[src/rtl/mem_access_ctrl_pkg.sv]
// Shared definitions for the memory-stage access controller.
//   ST_*          : FSM state encodings (IDLE / REQ / WAIT)
//   MAX_WAIT_DEF  : default timeout budget in cycles
//   DW_DEF/AW_DEF : default data / address widths
package mem_access_ctrl_pkg;

    localparam logic [1:0] ST_IDLE = 2'd0;
    localparam logic [1:0] ST_REQ  = 2'd1;
    localparam logic [1:0] ST_WAIT = 2'd2;

    localparam int MAX_WAIT_DEF = 15;
    localparam int DW_DEF       = 16;
    localparam int AW_DEF       = 16;

endpackage

[src/rtl/mem_access_ctrl_timeout_ctr.sv]
// mem_timeout_ctr: cycle counter for an outstanding memory access.
// Ports:
//   clk, rst : clock, asynchronous active-high reset
//   clr      : restart the count (request issued this cycle)
//   en       : count this cycle (access outstanding)
//   tc       : terminal count; high during the MAX_WAIT-th outstanding cycle
module mem_timeout_ctr #(
    parameter int MAX_WAIT = 15
) (
    input  logic clk,
    input  logic rst,
    input  logic clr,
    input  logic en,
    output logic tc
);

    localparam int CW = $clog2(MAX_WAIT + 1);

    logic [CW-1:0] cnt;

    // cnt is 0 in the first cycle after issue, so it equals MAX_WAIT-1
    // during the MAX_WAIT-th outstanding cycle.
    assign tc = (cnt == CW'(MAX_WAIT - 1));

    always_ff @(posedge clk or posedge rst) begin
        if (rst) begin
            cnt <= '0;
        end else if (clr) begin
            cnt <= '0;
        end else if (en && !tc) begin
            cnt <= cnt + CW'(1);
        end
    end

endmodule

[src/rtl/mem_access_ctrl.sv]
// mem_access_ctrl: memory-stage access controller feeding the M/W register.
// Issues one load/store per X/M instruction to a stalling data memory,
// freezes the upstream pipe until the access finishes, then presents a
// registered result. Non-memory instructions retire with 1-cycle latency.
// Ports:
//   clk, rst                        : clock, asynchronous active-high reset
//   in_valid/in_mem_read/
//   in_mem_write/in_addr/in_wdata   : instruction from X/M (held stable while stall_out)
//   stall_out                       : freeze PC/F/D/X/M
//   mem_en/mem_wr/mem_addr/mem_wdata: memory request
//   mem_stall/mem_done/mem_rdata    : memory handshake and read data
//   wb_valid/wb_mem_data/wb_err     : registered result to M/W
//   busy                            : an access is outstanding (FSM not IDLE)
module mem_access_ctrl
    import mem_access_ctrl_pkg::*;
#(
    parameter int DW       = DW_DEF,
    parameter int AW       = AW_DEF,
    parameter int MAX_WAIT = MAX_WAIT_DEF
) (
    input  logic          clk,
    input  logic          rst,
    input  logic          in_valid,
    input  logic          in_mem_read,
    input  logic          in_mem_write,
    input  logic [AW-1:0] in_addr,
    input  logic [DW-1:0] in_wdata,
    output logic          stall_out,
    output logic          mem_en,
    output logic          mem_wr,
    output logic [AW-1:0] mem_addr,
    output logic [DW-1:0] mem_wdata,
    input  logic          mem_stall,
    input  logic          mem_done,
    input  logic [DW-1:0] mem_rdata,
    output logic          wb_valid,
    output logic [DW-1:0] wb_mem_data,
    output logic          wb_err,
    output logic          busy
);

    logic [1:0]    state;
    logic [1:0]    state_nxt;
    logic          mem_op;
    logic          aligned;
    logic          in_idle;
    logic          outstanding;
    logic          issue;
    logic          req_active;
    logic          complete;
    logic          timeout;
    logic          tc;
    logic          vld_p0;
    logic          err_p0;
    logic [DW-1:0] data_p0;

    assign mem_op      = in_valid & (in_mem_read | in_mem_write);
    assign aligned     = ~in_addr[0];
    assign in_idle     = (state == ST_IDLE);
    assign outstanding = (state == ST_REQ) || (state == ST_WAIT);

    // A request is on the bus either on the issue cycle or while held in REQ.
    assign issue      = in_idle & mem_op & aligned;
    assign req_active = issue | (state == ST_REQ);

    // mem_done counts only once the request has been accepted (same cycle
    // as acceptance, or later in WAIT); a done during a stalled request
    // or in IDLE is ignored.
    assign complete = (req_active & ~mem_stall & mem_done)
                    | ((state == ST_WAIT) & mem_done);
    assign timeout  = outstanding & tc & ~complete;

    // Request fields come straight from the held X/M slot. The enables are
    // gated by rst so the bus and the freeze drop the moment reset rises.
    assign mem_en    = ~rst & req_active & ~timeout;
    assign mem_wr    = in_mem_write;
    assign mem_addr  = in_addr;
    assign mem_wdata = in_wdata;

    // The instruction retires (stall released) on completion or timeout,
    // otherwise upstream would re-present it and it would be issued twice.
    assign stall_out = ~rst & ((issue & ~complete) | (outstanding & ~complete & ~timeout));
    assign busy      = ~in_idle;

    mem_timeout_ctr #(
        .MAX_WAIT (MAX_WAIT)
    ) u_timeout (
        .clk (clk),
        .rst (rst),
        .clr (issue),
        .en  (outstanding),
        .tc  (tc)
    );

    always_comb begin
        state_nxt = state;
        unique case (state)
            ST_IDLE: begin
                if (issue && !complete) begin
                    state_nxt = mem_stall ? ST_REQ : ST_WAIT;
                end
            end
            ST_REQ: begin
                if (complete || timeout) begin
                    state_nxt = ST_IDLE;
                end else if (!mem_stall) begin
                    state_nxt = ST_WAIT;
                end
            end
            ST_WAIT: begin
                if (complete || timeout) begin
                    state_nxt = ST_IDLE;
                end
            end
            default: state_nxt = ST_IDLE;
        endcase
    end

    // Result slot for the next M/W entry: retire non-mem, misaligned,
    // completed or timed-out instructions; a bubble otherwise.
    always_comb begin
        vld_p0  = 1'b0;
        err_p0  = 1'b0;
        data_p0 = '0;
        if (in_idle && in_valid && !mem_op) begin
            vld_p0 = 1'b1;
        end else if (in_idle && mem_op && !aligned) begin
            vld_p0 = 1'b1;
            err_p0 = 1'b1;
        end else if (complete) begin
            vld_p0  = 1'b1;
            data_p0 = in_mem_read ? mem_rdata : '0;
        end else if (timeout) begin
            vld_p0 = 1'b1;
            err_p0 = 1'b1;
        end
    end

    always_ff @(posedge clk or posedge rst) begin
        if (rst) begin
            state <= ST_IDLE;
        end else begin
            state <= state_nxt;
        end
    end

    // ---- stage boundary: M -> M/W register ----
    always_ff @(posedge clk or posedge rst) begin
        if (rst) begin
            wb_valid    <= 1'b0;
            wb_err      <= 1'b0;
            wb_mem_data <= '0;
        end else begin
            wb_valid    <= vld_p0;
            wb_err      <= err_p0;
            wb_mem_data <= data_p0;
        end
    end

endmodule

[config.mk]
export PLATFORM = sky130hd
export DESIGN_NAME = mem_access_ctrl
export DESIGN_NICKNAME = d
export VERILOG_FILES = /design/src/rtl/mem_access_ctrl_pkg.sv /design/src/rtl/mem_access_ctrl_timeout_ctr.sv /design/src/rtl/mem_access_ctrl.sv
export SDC_FILE = /design/constraint.sdc
export NUM_CORES = 1
export LEC_CHECK = 0
export BUFFER_PORTS_ARGS = -buffer_cell sky130_fd_sc_hd__buf_4
export CORE_ASPECT_RATIO = 1.5
export CORE_MARGIN = 2
export CORE_UTILIZATION = 39
export CTS_CLUSTER_DIAMETER = 150
export DETAILED_ROUTE_END_ITERATION = 6
export PLACE_DENSITY = 0.85
export SLEW_MARGIN = 15
export SYNTH_ARGS = -nofsm -noshare
export SYNTH_HDL_FRONTEND = slang
export SYNTH_SLANG_ARGS = --single-unit
[constraint.sdc]
create_clock -name clk -period 2.3 [get_ports clk]
set_clock_uncertainty 0.15 [all_clocks]
set_input_delay 0.115 -clock clk [delete_from_list [all_inputs] [get_ports clk]]
set_output_delay 0.115 -clock clk [all_outputs]
set_load 0.01 [all_outputs]
---- Word level (Yosys, flattened, before mapping) ----
Cells that the tools add are included.
storage, ports and cells
  output and inout bits ................... 54
  register bits ........................... 24
  word-level logic and storage cells ...... 69
cells by class
  equal/unequal tests ..................... 6
  $add $sub $neg .......................... 1
  reductions and logical operators ........ 14
  mux-type cells .......................... 19
  bitwise gates (word level) .............. 24
operator list
  cell                                           count
  2-to-1 mux 16 bit                              4
  bitwise AND 1 bit                              14
  2-to-1 mux 2 bit                               5
  2-to-1 mux 4 bit                               2
  2-to-1 mux 1 bit                               7
  logical AND 1 bit                              6
  inverter 1 bit                                 6
  one-hot mux 2 bit (3 select lines)             1
  adder 4 x 1 -> 4 bit, second input constant    1
  == test 4 bit, second input constant           1
  != test 2 x 1 -> 1 bit, second input constant  2
  OR 1 bit                                       4
  zero test 1 bit                                3
  != test 3 x 2 -> 1 bit, second input constant  1
  AND reduction 3 bit                            1
  == test 2 x 1 -> 1 bit, second input constant  1
  == test 2 bit, second input constant           1
  zero test 2 bit                                1
  logical OR 1 bit                               2
  nonzero test 2 bit                             1

---- Longest topological paths before layout ----
Gate-level depths: netlist (run 1).
  depth in word-level cells ............... 14
  mapped depth ............................ 8
  depth with buffers taken out ............ 6

---- By module ----
From an unflattened synthesis (run 1), not the netlist that was laid out.
unflattened totals
  cells, all modules ...................... 136
  area total of the unflattened synthesis .. 1376.3 µm²
modules (own cells, without submodules)
  module           cells each  times used  area an instance (µm²)  sequential area each (µm²)
  mem_access_ctrl  113         1           1161.1                  500.5
  mem_timeout_ctr  23          1           215.2                   100.1

---- Worst setup path before layout (run 1) ----
Ideal clock, no wire load.
  kind .................................... register to register
  from .................................... register state[0]
  to ...................................... register state[0]
  clock period less this slack ............ 1847 ps
  setup slack ............................. 453 ps
  arrival ................................. 1573 ps
  path buffers ............................ 0
  setup time .............................. 124 ps
  stages on the path, launching flop included .. 7
  cell sequence ........................... dfrtp_1 > inv_1 > ha_1 > nand4_4 > and3_4 > a21o_1 > a211o_1
on the way
  longest elaborated chain between the ends .. 12
  elaborated cells between the ends (all ways) .. 23
  those cells by class .................... 5 x eq/ne; 2 x mux; 10 x bitwise; 6 x reduce/logical
ends and longest elaborated chain
  what                                                                                 RTL line                                        text
  start: declaration                                                                   mem_access_ctrl.sv:42                           logic [1:0] state;
  start signal: assignment                                                             mem_access_ctrl.sv:143                          state <= state_nxt;
  zero test 2 bit                                                                      mem_access_ctrl.sv:59, mem_access_ctrl.sv:97
  bitwise AND 1 bit (2 in series)                                                      mem_access_ctrl.sv:63                           assign issue = in_idle & mem_op & aligned;
  OR 1 bit                                                                             mem_access_ctrl.sv:64                           assign req_active = issue | (state == ST_REQ);
  bitwise AND 1 bit (2 in series)                                                      mem_access_ctrl.sv:69                           assign complete = (req_active & ~mem_stall & mem_done)
  OR 1 bit                                                                             mem_access_ctrl.sv:70                           | ((state == ST_WAIT) & mem_done);
  inverter 1 bit                                                                       mem_access_ctrl.sv:71                           assign timeout = outstanding & tc & ~complete;
  bitwise AND 1 bit                                                                    mem_access_ctrl.sv:71
  logical OR 1 bit                                                                     mem_access_ctrl.sv:104, mem_access_ctrl.sv:111
  != test 3 x 2 -> 1 bit (no line) (tied with other cells)                             n/a
  AND reduction 3 bit (no line) or one-hot mux 2 bit (3 select lines) (tied branches)  n/a
Several ways; a longest one is shown, not always the timed one.
A chain may end at the register's enable or synchronous reset.

---- Worst setup path after layout (run 1) ----
  from .................................... register state[0]
  to ...................................... output port stall_out
on the way
  longest elaborated chain between the ends .. 13
  elaborated cells between the ends (all ways) .. 20
  those cells by class .................... 2 x eq/ne; 16 x bitwise; 2 x reduce/logical
ends and longest elaborated chain
  what                             RTL line                                      text
  zero test 2 bit                  mem_access_ctrl.sv:59                         assign in_idle = (state == ST_IDLE);
  bitwise AND 1 bit (2 in series)  mem_access_ctrl.sv:63
  OR 1 bit                         mem_access_ctrl.sv:64
  bitwise AND 1 bit (2 in series)  mem_access_ctrl.sv:69
  OR 1 bit                         mem_access_ctrl.sv:70
  inverter 1 bit                   mem_access_ctrl.sv:71, mem_access_ctrl.sv:82
  bitwise AND 1 bit                mem_access_ctrl.sv:71
  inverter 1 bit                   mem_access_ctrl.sv:82                         assign stall_out = ~rst & ((issue & ~complete) | (outstanding & ~complete & ~timeout));
  bitwise AND 1 bit                mem_access_ctrl.sv:82
  OR 1 bit (*)                     mem_access_ctrl.sv:82
  bitwise AND 1 bit (*)            mem_access_ctrl.sv:82
  end: declaration                 mem_access_ctrl.sv:28                         output logic stall_out,
Every way passes the cells marked *; elsewhere a longest branch is shown, timed or not.

==> flow_metrics.py, run 1 <==
metrics = {
    "routing": {
        "wl_um": 2970,
        "vias": 993,
        "wire_per_inst_um": 14.3,
        "post_route_drc": 0,
        "routed_via_density": 4.77,
        "detail_route.first_pass.iterations": 4,
        "antenna_violating_nets_post_route": 0,
        "dr.first_iter.drc_count": 33,
    },
    "placement": {
        "placedCellCount": 184,
        "placement.io_buffers": 46,
        "dpl.hpwl_um": 2080,
        "gp_congestion": 0.721,
        "place_ws_ns": 0.324,
        "placement.cell_area_mm2": 0.00153,
    },
    "clocking": {
        "cts-root-to-sink-buffers": 2,
        "ctsRootBufferMaster": "sky130_fd_sc_hd__clkbuf_8",
        "tritoncts": "done",
        "cts_num_sinks": 24,
        "cts_htree_levels": 1,
        "worst_skew_pair.late_latency_ns": 0.26,
        "postCtsSetupBuffers": 0,
        "cts.clk_slew.worst_paths_ns": 0.08,
        "total_cts_buffers": 3,
    },
    "grt": {
        "grt_start_max_net_pins": 25,
        "antenna_found_initial": 0,
        "number_of_global_route_vias_before_repair": 1052,
        "grt_use_total": 0.153,
        "global_route_wire_length_before_repair_um": 4620,
        "grt_remaining_overflow": 0,
    },
    "worst_setup_path": {
        "crit_path_cell_trace": "inv_1 > ha_2 > nand2_1 > nor2_2 > inv_1 > a211oi_1 > buf_4",
        "cpMostUsedCell": "sky130_fd_sc_hd__inv_1",
        "worstPathRequired_ns": 2.04,
        "path_delay_family": "flip-flops",
        "timing.critical_path.buf_inv": 3,
        "cp-start-kind": "flip-flop",
        "crit_path_top_delay_cell": "sky130_fd_sc_hd__dfrtp_1",
        "critical_path_peak_fanout": 10,
        "worstSetupEndpointType": "output port",
        "worstSetupPathType": "reg2out",
        "max_stage_delay_ns": 0.41,
        "timing.critical_path.arrival_ns": 1.81,
    },
    "pwr": {
        "power_mw": 1.49,
        "worst_ir_drop_vdd_mv": 0.471,
        "p_leak_nw": 0.916,
        "p_per_area_mw_per_mm2": 834,
    },
    "timing": {
        "tightestPinTransition_ns": 0.450,
        "finalWorstSetupSlack_ns": 0.229,
        "timing.final.crit_share": 0.901,
        "finalSetupViolations": 0,
        "setup_total_negative_slack_ns": 0,
        "timing_max_transition_violations_final": 0,
        "max_slew_margin": 0.700,
        "finalHoldViolCount": 0,
        "grt_setup_unrepaired": "no",
        "holdWs_ns": 0.00979,
        "finalCriticalPeriod_ns": 2.07,
        "max_clock_freq_mhz": 483,
    },
    "die": {
        "floorplan.core_area_mm2": 0.00342,
        "num_rows": 26,
        "initial_utilization": 0.405,
        "die-area_mm2": 0.00405,
        "floorplan.io_pins": 109,
        "die_y_um": 76.9,
        "fp.dieW_um": 52.6,
    },
    "yosys": {
        "synth-seq-area-share": 0.434,
        "asyncSetResetFlopFracSynth": 1.00,
        "ys_dominant_reg_cell": "sky130_fd_sc_hd__dfrtp_1",
        "syn_avg_cell_area_um2": 10.7,
        "synth_fp_nets": 189,
        "syn_inst": 129,
        "synthesis.yosys.warnings": 0,
        "yosys_reg_bits": 24,
        "syn_area_mm2": 0.00138,
        "count_of_different_cell_masters_after_synthesis": 33,
        "synth_edf_count": 0,
    },
    "flow_run": {
        "maxCapViolCount": 0,
    },
    "run_status": {
        "status": "complete, no violations",
    },
    "hold_path": {
        "hold_path_class": "in2reg",
    },
    "cells_and_area": {
        "n_antenna_cell": 0,
        "layout.cell_area.non_filler_mm2": 0.00179,
        "final_core_utilization": 0.524,
        "final_layout_size_suffix_gt1_frac": 0.361,
        "final-instance-count-excl-fill": 208,
        "nets": 227,
        "area_delta_synth_final_pct": 29.4,
    },
}
final timing paths:
| check | from | to | slack (ns) | depth (start not counted) |
|---|---|---|---|---|
| max in group asynchronous | rst | u_timeout.cnt[1] | 1.43 | 4 |
| worst max-delay path | state[0] | stall_out | 0.23 | 7 |
| min in group asynchronous | rst | u_timeout.cnt[0] | 0.34 | 4 |
| worst max register to register | state[0] | state[0] | 0.36 | 6 |
| worst min register to register | state[0] | state[0] | 0.40 | 1 |
| worst min-delay path | in_valid | wb_valid | 0.01 | 3 |
power breakdown:
group	leakage [nW]	switching (mW)	internal (mW)
sequential	0.323	0.0615	0.509
clock	0.0288	0.121	0.152
combinational	0.565	0.325	0.323
total	0.916	0.507	0.985
layout make-up:
type | count | area, um^2
inverter | 7 | 26.3
timing repair buffer | 68 | 561
sequential | 24 | 601
multi-input combinational | 63 | 494
clock buffer | 4 | 55.1
fill | 303 | 1630
tap | 42 | 52.6
synth_stat cells (4+ instances only):
library cell | n | area share
sky130_fd_sc_hd__ha_1 | 5 | 0.045
sky130_fd_sc_hd__dfrtp_1 | 24 | 0.43
sky130_fd_sc_hd__nor2_1 | 4 | 0.011
sky130_fd_sc_hd__inv_1 | 7 | 0.019
sky130_fd_sc_hd__buf_4 | 34 | 0.18
sky130_fd_sc_hd__and2_1 | 16 | 0.072
sky130_fd_sc_hd__nand3_1 | 5 | 0.018
sky130_fd_sc_hd__nand2_1 | 4 | 0.011
flip-flops by register name, summed over array words and instances (netlist names):
| name | count |
|---|---|
| state | 2 |
| u_timeout.cnt | 4 |
| wb_err | 1 |
| wb_mem_data | 16 |
| wb_valid | 1 |
worst register-to-register path, cell delays in order, from the launching register on:
cell                      delay [ns]
sky130_fd_sc_hd__dfrtp_1        0.39
sky130_fd_sc_hd__inv_1          0.08
sky130_fd_sc_hd__ha_2           0.39
sky130_fd_sc_hd__nand4_4        0.14
sky130_fd_sc_hd__and3_4         0.23
sky130_fd_sc_hd__a21o_1         0.17
sky130_fd_sc_hd__a211o_1        0.29
cells in the final DEF, fill, tap and decap left out, types with 2 or more instances in the layout:
cell type	instances
sky130_fd_sc_hd__a211oi_1	2
sky130_fd_sc_hd__inv_1	7
sky130_fd_sc_hd__nand3_1	5
sky130_fd_sc_hd__and3_4	2
sky130_fd_sc_hd__ha_1	4
sky130_fd_sc_hd__dlygate4sd3_1	20
sky130_fd_sc_hd__clkbuf_8	4
sky130_fd_sc_hd__dfrtp_1	24
sky130_fd_sc_hd__nor2_1	3
sky130_fd_sc_hd__buf_4	48
sky130_fd_sc_hd__and2_1	16
sky130_fd_sc_hd__nand3b_1	2
sky130_fd_sc_hd__and3_1	2
sky130_fd_sc_hd__nand2_1	4
sky130_fd_sc_hd__xor2_1	2
routing by layer:
| metal | wire length (um) | track usage | part of all wire | up-vias |
|---|---|---|---|---|
| li1 | - | - | - | 471 |
| met1 | 1020 | 0.166 | 0.34 | 460 |
| met2 | 1570 | 0.248 | 0.53 | 58 |
| met3 | 354 | 0.0798 | 0.12 | 4 |
| met4 | 23 | 0.0564 | 0.0077 | 0 |
| met5 | 0 | 0 | 0 | - |
logic make-up after synthesis:
kind of cell,Yosys count,share of synthesized area
AND/OR/NAND/NOR,39,0.180
buffers and inverters,42,0.212
adder cells (fa/ha/maj),5,0.0452
XOR/XNOR,3,0.0190
AO/OA/AOI/OAI,16,0.110
flip-flops,24,0.434
what timing repair did:
item	4_1_cts	5_1_grt
hold endpoints to repair	42	0
hold buffers	20	0
resized for setup	0	2
endpoints found under the setup margin	0	2
Power figures use the tool's default switching activity.
==> run 2, diff against run 1 <==
- HOLD_SLACK_MARGIN: not set -> 0.06
==> run 2 against run 1 <==
Register-to-register slack is essentially flat. Hold slack gained 0.070 ns. Die area is the same. Combinational power is essentially flat. Final cell count grew 0.48%. Setup slack lost 0.0025 ns. Power grew 0.12%. Maximum frequency shrank 0.12%. Via count grew 0.10%. Clock power is essentially flat. Flip-flop and latch count is the same.
==> flow_metrics.py, run 2 (same netlist as run 1, synthesis figures left out) <==
metrics = {
    "run_status": {
        "status": "complete, no violations",
    },
    "cells_and_area": {
        "filler_cell_count": 302,
        "nets": 228,
        "final_common_cell": "sky130_fd_sc_hd__buf_4",
        "n_antenna_cell": 0,
        "layout.cells.most_common_list": "sky130_fd_sc_hd__buf_4 (48), sky130_fd_sc_hd__dfrtp_1 (24), sky130_fd_sc_hd__dlygate4sd3_1 (21)",
        "area_delta_synth_final_pct": 30.1,
        "layout_top_registers": "wb_mem_data (16), u_timeout.cnt (4), state (2)",
        "seqCellArea_um2": 601,
        "final_layout_size_suffix_gt1_frac": 0.359,
        "layout.cell_area.non_filler_mm2": 0.00180,
        "largest_register_ffs": 16,
        "largest-register": "wb_mem_data",
        "area_occupied_by_multi_input_gates_um2": 494,
        "final_core_utilization": 0.527,
    },
    "pwr": {
        "worst_ir_drop_vdd_mv": 0.471,
        "p_leak_nw": 0.921,
        "p_per_area_mw_per_mm2": 830,
    },
    "die": {
        "initial_utilization": 0.405,
        "die-area_mm2": 0.00405,
        "num_rows": 26,
        "die_y_um": 76.9,
        "floorplan.io_pins": 109,
        "floorplan.core_area_mm2": 0.00342,
        "fp.dieW_um": 52.6,
    },
    "clocking": {
        "cts.clk_slew.worst_paths_ns": 0.07,
        "ctsRootBufferMaster": "sky130_fd_sc_hd__clkbuf_8",
        "cts_num_sinks": 24,
        "cts_htree_levels": 1,
        "cts-root-to-sink-buffers": 2,
        "postCtsSetupBuffers": 0,
        "total_cts_buffers": 3,
        "worst_skew_pair.late_latency_ns": 0.26,
        "tritoncts": "done",
    },
    "timing": {
        "finalSetupViolations": 0,
        "grt_setup_unrepaired": "no",
        "holdWs_ns": 0.0800,
        "timing_max_transition_violations_final": 0,
        "timing.final.crit_share": 0.902,
        "tightestPinTransition_ns": 0.452,
        "finalHoldViolCount": 0,
        "finalWorstSetupSlack_ns": 0.226,
        "setup_total_negative_slack_ns": 0,
        "finalCriticalPeriod_ns": 2.07,
        "max_clock_freq_mhz": 482,
        "max_slew_margin": 0.698,
    },
    "placement": {
        "gp_congestion": 0.721,
        "placement.io_buffers": 46,
        "dpl.hpwl_um": 2080,
        "placement.cell_area_mm2": 0.00153,
        "place_ws_ns": 0.324,
    },
    "grt": {
        "use_met1": 0.166,
        "global_route.usage.met3": 0.0798,
        "use_met2": 0.248,
        "antenna_found_initial": 0,
        "grt-busiest-layer": "met2",
        "grt_start_max_net_pins": 25,
        "number_of_global_route_vias_before_repair": 1052,
        "grt_use_total": 0.153,
        "global_route_wire_length_before_repair_um": 4620,
        "grt_remaining_overflow": 0,
    },
    "worst_setup_path": {
        "cpMostUsedCell": "sky130_fd_sc_hd__inv_1",
        "path_delay_family": "flip-flops",
        "worstSetupPathType": "reg2out",
        "crit_path_top_delay_cell": "sky130_fd_sc_hd__dfrtp_1",
        "timing.critical_path.buf_inv": 3,
        "max_stage_delay_ns": 0.41,
        "worstSetupEndpointType": "output port",
        "critical_path_peak_fanout": 10,
        "cp-start-kind": "flip-flop",
        "regToRegSetupSlack_ns": 0.36,
        "crit_path_cell_trace": "inv_1 > ha_2 > nand2_1 > nor2_2 > inv_1 > a211oi_1 > buf_4",
        "timing.critical_path.arrival_ns": 1.81,
        "worstPathRequired_ns": 2.04,
    },
    "routing": {
        "routed_via_density": 4.76,
        "detail_route.first_pass.iterations": 4,
        "antenna_violating_nets_post_route": 0,
        "wl_um": 2970,
        "dr.first_iter.drc_count": 21,
        "vias": 994,
        "wire_per_inst_um": 14.2,
        "post_route_drc": 0,
    },
    "flow_run": {
        "maxCapViolCount": 0,
    },
    "hold_path": {
        "hold_path_class": "in2out",
    },
}
==> run 2: cell types whose count changed in the layout (fill, tap and decap cells not counted), sizes merged <==
cell and delta:
dlygate4sd3 +1
==> run 2: layout make-up <==
class / count / share of cell area
inverter: 7 / 0.0146
timing repair buffer: 69 / 0.317
clock buffer: 4 / 0.0306
tap: 42 / 0.0292
sequential: 24 / 0.334
multi-input combinational: 63 / 0.275
==> run 2: report_power, final <==
part	switching (mW)	internal, mW
sequential	0.0615	0.509
combinational	0.326	0.324
clock	0.121	0.152
==> run 2: repair_timing <==
action | CTS | global route
hold endpoints to repair | 43 | 0
endpoints found under the setup margin | 0 | 2
resized for setup | 0 | 2
hold buffers | 21 | 0
==> run 2: final timing paths <==
path | startpoint | depth (start not counted) | end
max | state[0] | 7 | stall_out
min | in_addr[14] | 0 | mem_addr[14]
max reg2reg | state[0] | 6 | state[0]
min reg2reg | state[0] | 1 | state[0]
max in group asynchronous | rst | 4 | u_timeout.cnt[1]
min in group asynchronous | rst | 4 | u_timeout.cnt[0]
==> run 2: worst reg2reg max path, cell delays in order, from the launching register on <==
cell and delay, ns:
sky130_fd_sc_hd__dfrtp_1 0.39, sky130_fd_sc_hd__inv_1 0.08, sky130_fd_sc_hd__ha_2 0.39, sky130_fd_sc_hd__nand4_4 0.14
sky130_fd_sc_hd__and3_4 0.23, sky130_fd_sc_hd__a21o_1 0.17, sky130_fd_sc_hd__a211o_1 0.29
==> run 2: layer usage <==
layer | up-vias | wire (um)
met1 | 459 | 1040
met2 | 58 | 1570
met5 | - | 0
li1 | 473 | -
met3 | 4 | 346
met4 | 0 | 23
==> run 2: per-stage QoR <==
| stage | cells | total power, mW |
|---|---|---|
| 6_report | 209 | 1.49 |
| 5_1_grt | 209 | 1.61 |
| 4_1_cts | 209 | 1.50 |
| 3_5_place_dp | 184 | 1.19 |
| 3_3_place_gp | 184 | 1.18 |
| 2_1_floorplan | 129 | 1.05 |
==> run 3, diff against run 2 <==
- SYNTH_HIERARCHICAL: not set -> 1
- clock period: 2.3 -> 2.15 ns (I/O delays scaled with it)
==> run 3 against run 2 <==
Global-route usage rose by 1.8 points. Highest routed layer unchanged. First-iteration DRC count shrank 9.5%. Clock power down 8.1%. Critical path type unchanged. Via count up 10%. Combinational power grew 19%.
==> flow_metrics.py, run 3 <==
metrics = {
    "timing": {
        "max_clock_freq_mhz": 479,
        "finalSetupViolations": 0,
        "max_slew_margin": 0.517,
        "timing.final.crit_share": 0.971,
        "finalHoldViolCount": 0,
        "finalCriticalPeriod_ns": 2.09,
        "tightestPinTransition_ns": 0.723,
        "timing_max_transition_violations_final": 0,
    },
    "yosys": {
        "asyncSetResetFlopFracSynth": 1.00,
        "syn_inst": 136,
        "synth_top_cell_area_share": 0.436,
        "syn_area_mm2": 0.00138,
        "ys_dominant_reg_cell": "sky130_fd_sc_hd__dfrtp_1",
        "synth.most_common_cell": "sky130_fd_sc_hd__buf_4",
        "synth_edf_count": 0,
        "yosys-top-cells-area": "sky130_fd_sc_hd__dfrtp_1 (44%), sky130_fd_sc_hd__buf_4 (18%), sky130_fd_sc_hd__and2_1 (7.3%), sky130_fd_sc_hd__ha_1 (4.5%), sky130_fd_sc_hd__a21oi_1 (2.2%)",
        "syn_avg_cell_area_um2": 10.1,
        "synthesis.yosys.warnings": 6,
        "synth_fp_nets": 196,
        "synth.largest_area_cell": "sky130_fd_sc_hd__dfrtp_1",
        "synth-seq-area-share": 0.436,
        "count_of_different_cell_masters_after_synthesis": 33,
        "yosys_reg_bits": 24,
        "netlist_top_cells_count": "sky130_fd_sc_hd__buf_4 (33), sky130_fd_sc_hd__dfrtp_1 (24), sky130_fd_sc_hd__and2_1 (16), sky130_fd_sc_hd__inv_1 (8), sky130_fd_sc_hd__a21oi_1 (6)",
    },
    "grt": {
        "grt_start_max_net_pins": 21,
        "number_of_global_route_vias_before_repair": 1140,
        "antenna_found_initial": 0,
        "grt_use_total": 0.171,
        "global_route_wire_length_before_repair_um": 5130,
        "grt_remaining_overflow": 0,
    },
    "worst_setup_path": {
        "timing.critical_path.buf_inv": 2,
        "worstPathRequired_ns": 1.89,
        "timing.critical_path.arrival_ns": 1.83,
        "crit_path_cell_trace": "buf_4 > ha_1 > nor2b_1 > o21a_1 > o22ai_1 > a21oi_1 > buf_4",
        "crit_path_top_delay_cell": "sky130_fd_sc_hd__dfrtp_1",
        "cp-start-kind": "flip-flop",
        "worstSetupEndpointType": "output port",
        "worstSetupPathType": "reg2out",
        "cpMostUsedCell": "sky130_fd_sc_hd__buf_4",
        "path_delay_family": "compound AO/OA/AOI/OAI gates",
        "max_stage_delay_ns": 0.40,
        "critical_path_peak_fanout": 4,
    },
    "cells_and_area": {
        "layout_top_registers": "wb_mem_data (16), u_timeout/cnt (4), state (2)",
        "final_layout_size_suffix_gt1_frac": 0.394,
        "final-instance-count-excl-fill": 222,
        "nets": 242,
        "largest_register_ffs": 16,
        "final_common_cell": "sky130_fd_sc_hd__buf_4",
        "n_antenna_cell": 0,
        "largest-register": "wb_mem_data",
        "final_core_utilization": 0.546,
        "area_delta_synth_final_pct": 34.2,
        "layout.cells.most_common_list": "sky130_fd_sc_hd__buf_4 (53), sky130_fd_sc_hd__dfrtp_1 (24), sky130_fd_sc_hd__dlygate4sd3_1 (22)",
    },
    "pwr": {
        "clock_power_share": 0.155,
        "seqPwrFrac": 0.370,
        "power.switching_fraction": 0.355,
        "p_leak_nw": 0.923,
        "share_comb_of_total_power": 0.475,
        "p_int_mw": 1.05,
        "p_per_area_mw_per_mm2": 878,
        "net-switching-power_mw": 0.576,
        "worst_ir_drop_vdd_mv": 0.664,
    },
    "placement": {
        "dpl.hpwl_um": 2100,
        "placement.io_buffers": 46,
        "placedCellCount": 193,
        "gp_congestion": 0.830,
    },
    "die": {
        "die_y_um": 76.8,
        "floorplan.core_area_mm2": 0.00338,
        "fp.dieW_um": 52.5,
        "floorplan.io_pins": 109,
        "num_rows": 26,
        "die-area_mm2": 0.00403,
        "initial_utilization": 0.407,
    },
    "clocking": {
        "total_cts_buffers": 3,
        "ctsRootBufferMaster": "sky130_fd_sc_hd__clkbuf_8",
        "cts_num_sinks": 24,
        "cts_htree_levels": 1,
        "cts-root-to-sink-buffers": 2,
        "cts.clk_slew.worst_paths_ns": 0.08,
        "worst_skew_pair.late_latency_ns": 0.26,
        "tritoncts": "done",
    },
    "routing": {
        "detail_route.first_pass.iterations": 4,
        "antenna_violating_nets_post_route": 0,
        "wl_um": 3210,
        "vias": 1098,
        "post_route_drc": 0,
        "routed_via_density": 4.95,
        "dr.first_iter.drc_count": 19,
        "wire_per_inst_um": 14.5,
    },
    "hold_path": {
        "hold_path_class": "in2out",
    },
    "run_status": {
        "status": "complete, no violations",
    },
    "flow_run": {
        "maxCapViolCount": 0,
    },
}
-- run 3: cell count changes after synthesis, moves of 2 or more --
cell,delta
sky130_fd_sc_hd__nand3b_1,-2
sky130_fd_sc_hd__and3_1,-2
sky130_fd_sc_hd__a211oi_1,-2
sky130_fd_sc_hd__o211ai_1,+2
sky130_fd_sc_hd__and3_4,-2
sky130_fd_sc_hd__nand2b_1,+3
sky130_fd_sc_hd__nor3_1,+3
sky130_fd_sc_hd__o21ai_0,+3
sky130_fd_sc_hd__a21oi_1,+5
sky130_fd_sc_hd__xor2_1,-2
-- run 3: logic make-up after synthesis --
group | synth area share
AO/OA/AOI/OAI | 0.116
adder cells (fa/ha/maj) | 0.0455
buffers and inverters | 0.210
flip-flops | 0.436
multiplexers | 0.00818
AND/OR/NAND/NOR | 0.184
-- run 3: timing repair --
item,CTS,global route
resized for setup,4,4
hold endpoints to repair,43,0
cloned,0,0
setup endpoints to repair,2,2
setup buffers,1,3
hold buffers,22,0
pin swaps,1,1
-- run 3: cell type report --
cell class              count  area, um^2
fillers                   280        1540
repair buffers             75         618
flip-flops and latches     24         601
multi-input cells          70         504
well taps                  42        52.6
clock buffers               3        41.3
inverters                   8        30.0
-- run 3: power groups by stage --
stage,sequential (mW),combinational [mW],clock (mW)
final,0.601,0.771,0.251
after global routing,0.609,0.846,0.284
after CTS,0.592,0.716,0.264
after detailed placement,0.602,0.653,0
after global placement,0.596,0.637,0
after floorplan,0.609,0.471,0
-- run 3: final timing paths --
path,from,end,slack (ns),cells past startpoint
worst min-delay path,in_addr[1],mem_addr[1],0.07,0
worst max register to register,u_timeout/cnt[0],state[0],0.17,8
worst min register to register,state[1],state[1],0.44,2
worst max-delay path,state[0],mem_en,0.06,7
max in group asynchronous,rst,wb_mem_data[14],0.98,3
min in group asynchronous,rst,u_timeout/cnt[0],0.17,3
-- run 3: per-stage QoR --
| step | power (mW) | area, um^2 | setup slack, ns | hold WS (ns) | TNS, ns |
|---|---|---|---|---|---|
| 2_1_floorplan | 1.08 | 1380 | 0.202 | -0.276 | 0 |
| 3_3_place_gp | 1.23 | 1540 | 0.259 | -0.126 | 0 |
| 3_5_place_dp | 1.25 | 1540 | 0.168 | -0.123 | 0 |
| 4_1_cts | 1.57 | 1810 | 0.0353 | 0.0651 | 0 |
| 5_1_grt | 1.74 | 1850 | -0.0316 | 0.0650 | -0.0316 |
| 6_report | 1.62 | 1850 | 0.0628 | 0.0650 | 0 |
-- run 3: metal layers --
metal  vias to the layer above  share of wire  track usage
li1                        512              -            -
met1                       517           0.35        0.175
met2                        44           0.52        0.281
met3                        25          0.073       0.0409
met4                         0          0.061        0.138
met5                         -              0            0
